### src/rtl/hazard_sequencer.sv
// Stall/flush/forwarding control for the 5-stage pipe, with a load-use
// bubble FSM, memory-wait watchdog and saturating debug event counters.
module hazard_sequencer #(
    parameter int OPCODEWIDTH = 4,
    parameter int REGWIDTH    = 4,
    parameter int MEMTIMEOUT  = 255
) (
    input  logic                   clk,
    input  logic                   rst,
    input  logic [OPCODEWIDTH-1:0] opcodeD,
    input  logic [REGWIDTH-1:0]    rs1D,
    input  logic [REGWIDTH-1:0]    rs2D,
    input  logic [REGWIDTH-1:0]    rs1E,
    input  logic [REGWIDTH-1:0]    rs2E,
    input  logic [REGWIDTH-1:0]    rdE,
    input  logic [REGWIDTH-1:0]    rdM,
    input  logic [REGWIDTH-1:0]    rdW,
    input  logic                   writeEnableE,
    input  logic                   writeEnableM,
    input  logic                   writeEnableW,
    input  logic                   resultSelectorWBE,
    input  logic                   takeBranchE,
    input  logic                   memBusyM,
    output logic                   stallF,
    output logic                   stallD,
    output logic                   stallE,
    output logic                   stallM,
    output logic                   flushD,
    output logic                   flushE,
    output logic [1:0]             forwardAE,
    output logic [1:0]             forwardBE,
    output logic                   memErr,
    output logic [15:0]            stallCount,
    output logic [15:0]            flushCount
);

    typedef enum logic [1:0] {
        RUN     = 2'd0,
        LDSTALL = 2'd1,
        MEMWAIT = 2'd2
    } state_t;

    localparam logic [OPCODEWIDTH-1:0] LP_BR_FIRST = OPCODEWIDTH'(4'b1011);
    localparam logic [15:0]            LP_WD_LAST  = 16'(MEMTIMEOUT - 1);

    state_t      r_state;
    state_t      w_next;
    logic [15:0] r_waitCnt;
    logic [15:0] r_stallCount;
    logic [15:0] r_flushCount;
    logic        r_memErr;

    logic w_srcHit;
    logic w_noSrc;
    logic w_loadUse;
    logic w_branch;

    assign w_srcHit = (rdE == rs1D) || (rdE == rs2D);
    assign w_noSrc  = (opcodeD >= LP_BR_FIRST);
    assign w_branch = takeBranchE && !memBusyM;

    // LDSTALL masks detection so the held load-use pair cannot re-stall.
    assign w_loadUse = writeEnableE && resultSelectorWBE && w_srcHit &&
                       !w_noSrc && (r_state != LDSTALL) &&
                       !memBusyM && !takeBranchE;

    always_comb begin
        stallF = 1'b0;
        stallD = 1'b0;
        stallE = 1'b0;
        stallM = 1'b0;
        flushD = 1'b0;
        flushE = 1'b0;
        w_next = RUN;
        unique case (1'b1)
            memBusyM: begin
                stallF = 1'b1;
                stallD = 1'b1;
                stallE = 1'b1;
                stallM = 1'b1;
                w_next = MEMWAIT;
            end
            w_branch: begin
                flushD = 1'b1;
                flushE = 1'b1;
                w_next = RUN;
            end
            w_loadUse: begin
                stallF = 1'b1;
                stallD = 1'b1;
                flushE = 1'b1;
                w_next = LDSTALL;
            end
            default: begin
                w_next = RUN;
            end
        endcase
    end

    always_comb begin
        forwardAE = 2'b00;
        if (writeEnableM && (rdM == rs1E)) begin
            forwardAE = 2'b10;
        end else if (writeEnableW && (rdW == rs1E)) begin
            forwardAE = 2'b01;
        end
    end

    always_comb begin
        forwardBE = 2'b00;
        if (writeEnableM && (rdM == rs2E)) begin
            forwardBE = 2'b10;
        end else if (writeEnableW && (rdW == rs2E)) begin
            forwardBE = 2'b01;
        end
    end

    always_ff @(posedge clk) begin
        if (rst) begin
            r_state <= RUN;
        end else begin
            r_state <= w_next;
        end
    end

    always_ff @(posedge clk) begin
        if (rst) begin
            r_waitCnt <= '0;
            r_memErr  <= 1'b0;
        end else if (memBusyM) begin
            if (r_waitCnt != 16'hFFFF) begin
                r_waitCnt <= r_waitCnt + 16'd1;
            end
            if (r_waitCnt == LP_WD_LAST) begin
                r_memErr <= 1'b1;
            end
        end else begin
            r_waitCnt <= '0;
        end
    end

    // Only branch flushes count; load-use bubbles show up in stallCount.
    always_ff @(posedge clk) begin
        if (rst) begin
            r_stallCount <= '0;
            r_flushCount <= '0;
        end else begin
            if (stallF && (r_stallCount != 16'hFFFF)) begin
                r_stallCount <= r_stallCount + 16'd1;
            end
            if (w_branch && (r_flushCount != 16'hFFFF)) begin
                r_flushCount <= r_flushCount + 16'd1;
            end
        end
    end

    assign stallCount = rst ? 16'd0 : r_stallCount;
    assign flushCount = rst ? 16'd0 : r_flushCount;
    assign memErr     = rst ? 1'b0  : r_memErr;

endmodule

### config.mk
export PLATFORM = sky130hd
export DESIGN_NAME = hazard_sequencer
export DESIGN_NICKNAME = d
export VERILOG_FILES = /design/src/rtl/hazard_sequencer.sv
export SDC_FILE = /design/constraint.sdc
export NUM_CORES = 1
export LEC_CHECK = 0
export ABC_CLOCK_PERIOD_IN_PS = 1830
export BUFFER_PORTS_ARGS = -buffer_cell sky130_fd_sc_hd__buf_2
export CORE_AREA = 2 2 82 84
export CTS_CLUSTER_DIAMETER = 30
export CTS_CLUSTER_SIZE = 12
export DETAILED_ROUTE_END_ITERATION = 8
export DIE_AREA = 0 0 84 86
export MAX_ROUTING_LAYER = met4
export PLACE_DENSITY = 0.75
export SETUP_SLACK_MARGIN = 0.15
export SLEW_MARGIN = 20
export SYNTH_ARGS = -nofsm -noshare
export SYNTH_HDL_FRONTEND = slang
export SYNTH_SLANG_ARGS = --single-unit
### constraint.sdc
create_clock -name clk -period 1.83 [get_ports clk]
set_input_delay 0.0915 -clock clk [delete_from_list [all_inputs] [get_ports clk]]
set_output_delay 0.0915 -clock clk [all_outputs]
set_load 0.05 [all_outputs]
* Yosys cells after proc, flatten, opt, wreduce, memory -nomap -nowiden
Cells that the tools add are included.
** Word-level totals
- Register bits after elaboration :: 51
- Input bits :: 40
- Logic and storage cells :: 54
** Cells by class
- Add/sub/neg operators :: 3
- Magnitude comparators :: 1
- Equal/unequal tests :: 11
- Muxes and demuxes :: 12
- Bitwise operators :: 1
- Reductions and logical operators :: 21
** Operators by type and width (number)
- $add A16 B1 Y16 const B :: 3
- $ne A16 B16 Y1 const B :: 3
- $mux W16 :: 2
- $eq A4 B4 Y1 :: 6
- $eq A16 B8 Y1 const B :: 1
- $logic_and A1 B1 Y1 :: 13
- $mux W1 :: 7
- $reduce_or A2 Y1 :: 3
- $ge A4 B4 Y1 const B :: 1
- $mux W2 :: 2
- $pmux W2 S2 :: 1
- $logic_not A1 Y1 :: 3
- $ne A2 B1 Y1 const B :: 1
- $reduce_and A2 Y1 :: 1
- $logic_or A1 B1 Y1 :: 1
- $not A1 Y1 :: 1

* Longest topological paths before layout
- Word-level depth :: 10
- Depth in mapped cells :: 8

* Least setup slack after synthesis
Ideal clock, no wire load.
- Path kind :: input to output
- Start :: in rs1E[3]
- End :: out forwardAE[0]
- Arrival :: 2.539 ns
- Data required time :: 1.738 ns
- Path slack :: -0.801 ns
- Stages on the path :: 3
- Buffers on the path :: 0
- Path through :: xor2_1 > nor4_1 > nor2_1
** Between the ends
- Longest elaborated chain between the ends :: 4
- Elaborated cells on any way between the ends :: 6
- Classes of those cells :: eq/ne: 2; mux: 2; reduce/logical: 2
** RTL lines
- start, declared :: RTL line 13 : input logic [REGWIDTH-1:0] rs1E,
- $eq A4 B4 Y1 :: RTL line 104 : end else if (writeEnableW && (rdW == rs1E)) begin
- $logic_and A1 B1 Y1 :: RTL line 104
- $mux W1 :: RTL line 104
- $mux W2 * :: RTL line 102 : if (writeEnableM && (rdM == rs1E)) begin
- end, declared :: RTL line 30 : output logic [1:0] forwardAE,
Every way passes the cells marked *; elsewhere a longest branch is shown, timed or not.

* Worst setup path after layout
- Start :: reg r_stallCount[7]
- End :: reg r_stallCount[5]
** Between the ends
- Longest elaborated chain between the ends :: 2
** RTL lines
- start, declared :: RTL line 49 : logic [15:0] r_stallCount;
- start signal, assigned :: RTL line 149 : r_stallCount <= r_stallCount + 16'd1;
- $ne A16 B16 Y1 :: RTL line 148 : if (stallF && (r_stallCount != 16'hFFFF)) begin
- $logic_and A1 B1 Y1 :: RTL line 148
Every way passes these cells.
A chain may end at the register's enable or synchronous reset.

==> summary.md <==
| Metric | Value |
|---|---|
| Crit-path slowest cell | dfxtp_2 |
| Hold WC Path Type | in2reg |
| Number of global-route vias before repair | ~2600 |
| Share of power burned in combinational logic | 0.152 |
| Final net count | slightly above 500 |
| Ys Warns | 0 |
| CTS H-tree depth | 2 |
| Clock root buffer | clkbuf_8 |
| Row cnt | 29 |
| All-Layer GR Usage | 0.198 |
| PwrDens | about 560 mW/mm² |
| Skew final | approximately 9.7 ps |
| Starting Density | 0.466 |
| Ant diodes | 0 |
| Post-synth EDFFs | 0 |
| Clock sink count | 51 |
| Synth area leader | dfxtp_1 |
| Global-route wire length before repair | 11.7 mm |
| Die width | approximately 84 µm |
| I/O pins | 83 |
| Synthesized cell area | 0.00292 mm² |
| Reg-to-Reg End | r_stallCount[5] |
| Core Util, Final | 0.633 |
| Vias | ~2800 |
| Initial DRC count | roughly 160 |
| Internal Power | approximately 1.7 mW |
| Sw frac | 0.251 |
| FF-to-FF setup slack | 110 ps |
| Worst setup path class | reg2reg |
| Dominant cells by area after synthesis | dfxtp_1 35%, nor2b_1 7.9%, xnor2_1 7.8%, xor2_1 6.9%, nor2_1 6.0% |
| CTS tree | done |
| Setup crit end kind | flip-flop |
| Routed wire length | 7.26 mm |
| Worst vdd rail ir drop | approximately 360 µV |
| Initial antenna violation count | 0 |
| Routed Antenna Nets | 0 |
| Post-DP HPWL | around 5.1 mm |
| Area of placed instances | 0.00358 mm² |
| Area grow syn2layout | 35.9% |
| Crit start category | flip-flop |
| Max incr delay on CP | between 300 and 400 ps |
| FMAX | 0.583 GHz |
| Worst rel slew slack | 0.643 |
| Die height | 86 µm |
| Hold Violations, Final | 0 |
| Status | complete, no violations |
| WHS Endpoint | r_stallCount[12] |
| Critical Path AT | ~1900 ps |
| Fin Hold WS | around 170 ps |
| Mapped Nets | ~400 |
| GRT overflow | 0 |
| Vias per cell | 5.19 |
| Crit path buffers/inverters | 2 |
| IO Port Bufs | 82 |
| Worst-Skew Late Latency | 300 ps |
| Post-synthesis sequential area ratio | 0.349 |
| Drt pass-1 iters | 4 |
| RSZ-0062 raised after global routing | yes |
| Worst-path fanout max | 7 |
| Final Setup Violations | 0 |
| Clk network pwr share | 0.339 |
| Clock Path Buffers | 2 |
| Gate count of the mapped netlist | 358 |
| Residual DRC count | 0 |
| Worst R2R Start | r_stallCount[7] |
| Ratio of cells with drive above 1 in the final layout | 0.381 |
| Largest net degree at the start of global routing | 33 |
| Share of the synthesized area in the top cell type | 0.349 |
| Avg WL per Cell | between 10 and 15 µm |
| Num CTS Buffers | 5 |
| Psw | approximately 560 µW |
| Predominant post-synthesis flop cell | dfxtp_1 |
| CP delay by family, top | simple AND/OR/NAND/NOR gates |
| RePlAce Congestion | ~0.85 |
| Reg clk slew, reported paths | roughly 90 ps |
| R2r worst-path depth | 7 |
| FF+latch count, synth | 51 |
| Die ar. | just over 0.007 mm² |
| Worst Hold Depth | 2 |
| Yosys cell types | 41 |
| Min Tclk post-route | 1720 ps |
| Hold Path Origin | rst |
| Post-synthesis async set-or-reset flop share | 0 |
| Sequential Power Share | 0.509 |
| MaxCap Viol Count | 0 |
| Final period util | 0.938 |
| Critical path required time | a little over 2000 ps |
| Worst slew pin tran | 535 ps |
| Core box area | 0.00628 mm² |
| Syn Area/Cell | roughly 8 µm² |
| Post-route cell area | 0.00397 mm² |
| CP cell instances | and4_4 > nand3_4 > o32ai_4 > buf_12 > buf_4 > nor2_2 > mux2_2 |
| Pleak | between 1.5 and 2 nW |
| Final slew viol count | 0 |
==> worst max-delay path by stage <==
| stage | from | to | slack [ps] | cells past startpoint |
|---|---|---|---|---|
| after floorplan | r_stallCount[0] | r_stallCount[11] | 150 | 6 |
| after global placement | rdE[2] | r_stallCount[13] | -10 | 7 |
| after detailed placement | rdE[2] | r_stallCount[13] | -60 | 7 |
| after CTS | r_stallCount[6] | r_stallCount[5] | 110 | 7 |
| after global routing | r_stallCount[8] | r_stallCount[5] | 60 | 7 |
| final | r_stallCount[7] | r_stallCount[5] | 110 | 7 |
==> synth_stat cells, types with 2 or more instances <==
cell type,instances
nor2b_1,37
or4_1,5
nor2_1,47
buf_4,4
nor4_1,5
xor2_1,23
mux2_2,6
dfxtp_1,51
ha_1,4
o21ai_0,10
xnor2_1,26
a21oi_1,8
clkbuf_1,12
and4_1,5
or3_1,2
nand3_1,24
nand4_1,10
a211oi_1,3
nand2_1,27
and3_1,7
nand2b_1,2
inv_1,10
nor3_1,12
==> state kept, by name, summed over array words and instances, names as in the netlist <==
signal and cells:
r_stallCount 16, r_flushCount 16, r_waitCnt 16, r_state 2, r_memErr 1
==> power groups by stage <==
stage / Clock (mW) / Sequential, mW / Combinational, mW
finish: 0.753 / 1.13 / 0.337
global route: 0.822 / 1.13 / 0.365
CTS: 0.773 / 1.13 / 0.316
detailed placement: 0 / 1.15 / 0.305
global placement: 0 / 1.15 / 0.298
floorplan: 0 / 1.16 / 0.187
==> placed cells by master, fill, tap and decap left out, drive strengths merged, types with 7 or more instances in the layout <==
cell type  instances
a21oi              8
and3               7
buf              115
clkbuf             7
dfxtp             51
inv               10
mux2               7
nand2             27
nand3             25
nand4             10
nor2              47
nor2b             37
nor3              12
o21ai             11
xnor2             26
xor2              23
==> through the flow <==
stage	worst slack (ps)	setup TNS, ps	cells	total power, mW
5_1_grt	62.3	0	542	2.32
3_3_place_gp	-13.5	-13.5	525	1.45
4_1_cts	111	0	534	2.22
3_5_place_dp	-62.0	-109	525	1.46
2_1_floorplan	151	0	358	1.34
6_report	114	0	542	2.22
==> routing by layer <==
layer | part of all wire | GRT usage | wire, µm
met5 | 0 | - | 0
met4 | 0.0070 | 0.0601 | 51
met3 | 0.052 | 0.0443 | 374
met2 | 0.50 | 0.343 | 3650
met1 | 0.44 | 0.232 | 3190
==> layout make-up <==
class / count / area (µm²)
multi-input cells: 281 / 1980
fillers: 521 / 2300
flip-flops and latches: 51 / 1030
repair buffers: 116 / 723
clock inverters: 1 / 30.0
inverters: 10 / 37.5
clock buffers: 6 / 72.6
well taps: 77 / 96.3
==> cells by family after synthesis <==
logic type	Yosys count	synth area share
simple gates	190	0.342
flops	51	0.349
xor+xnor	49	0.147
compound gates	30	0.0757
buf+inv	26	0.0385
mux	8	0.0304
fa+ha+maj	4	0.0171
==> what timing repair did <==
| action | in CTS | in global routing |
|---|---|---|
| pin swaps | 3 | 10 |
| setup buffers | 2 | 7 |
| resized for setup | 13 | 44 |
| gates cloned | 0 | 1 |
| endpoints found under the setup margin | 17 | 35 |
| hold buffers | 0 | 0 |
Note: power is estimated with default switching activity, not from simulation.
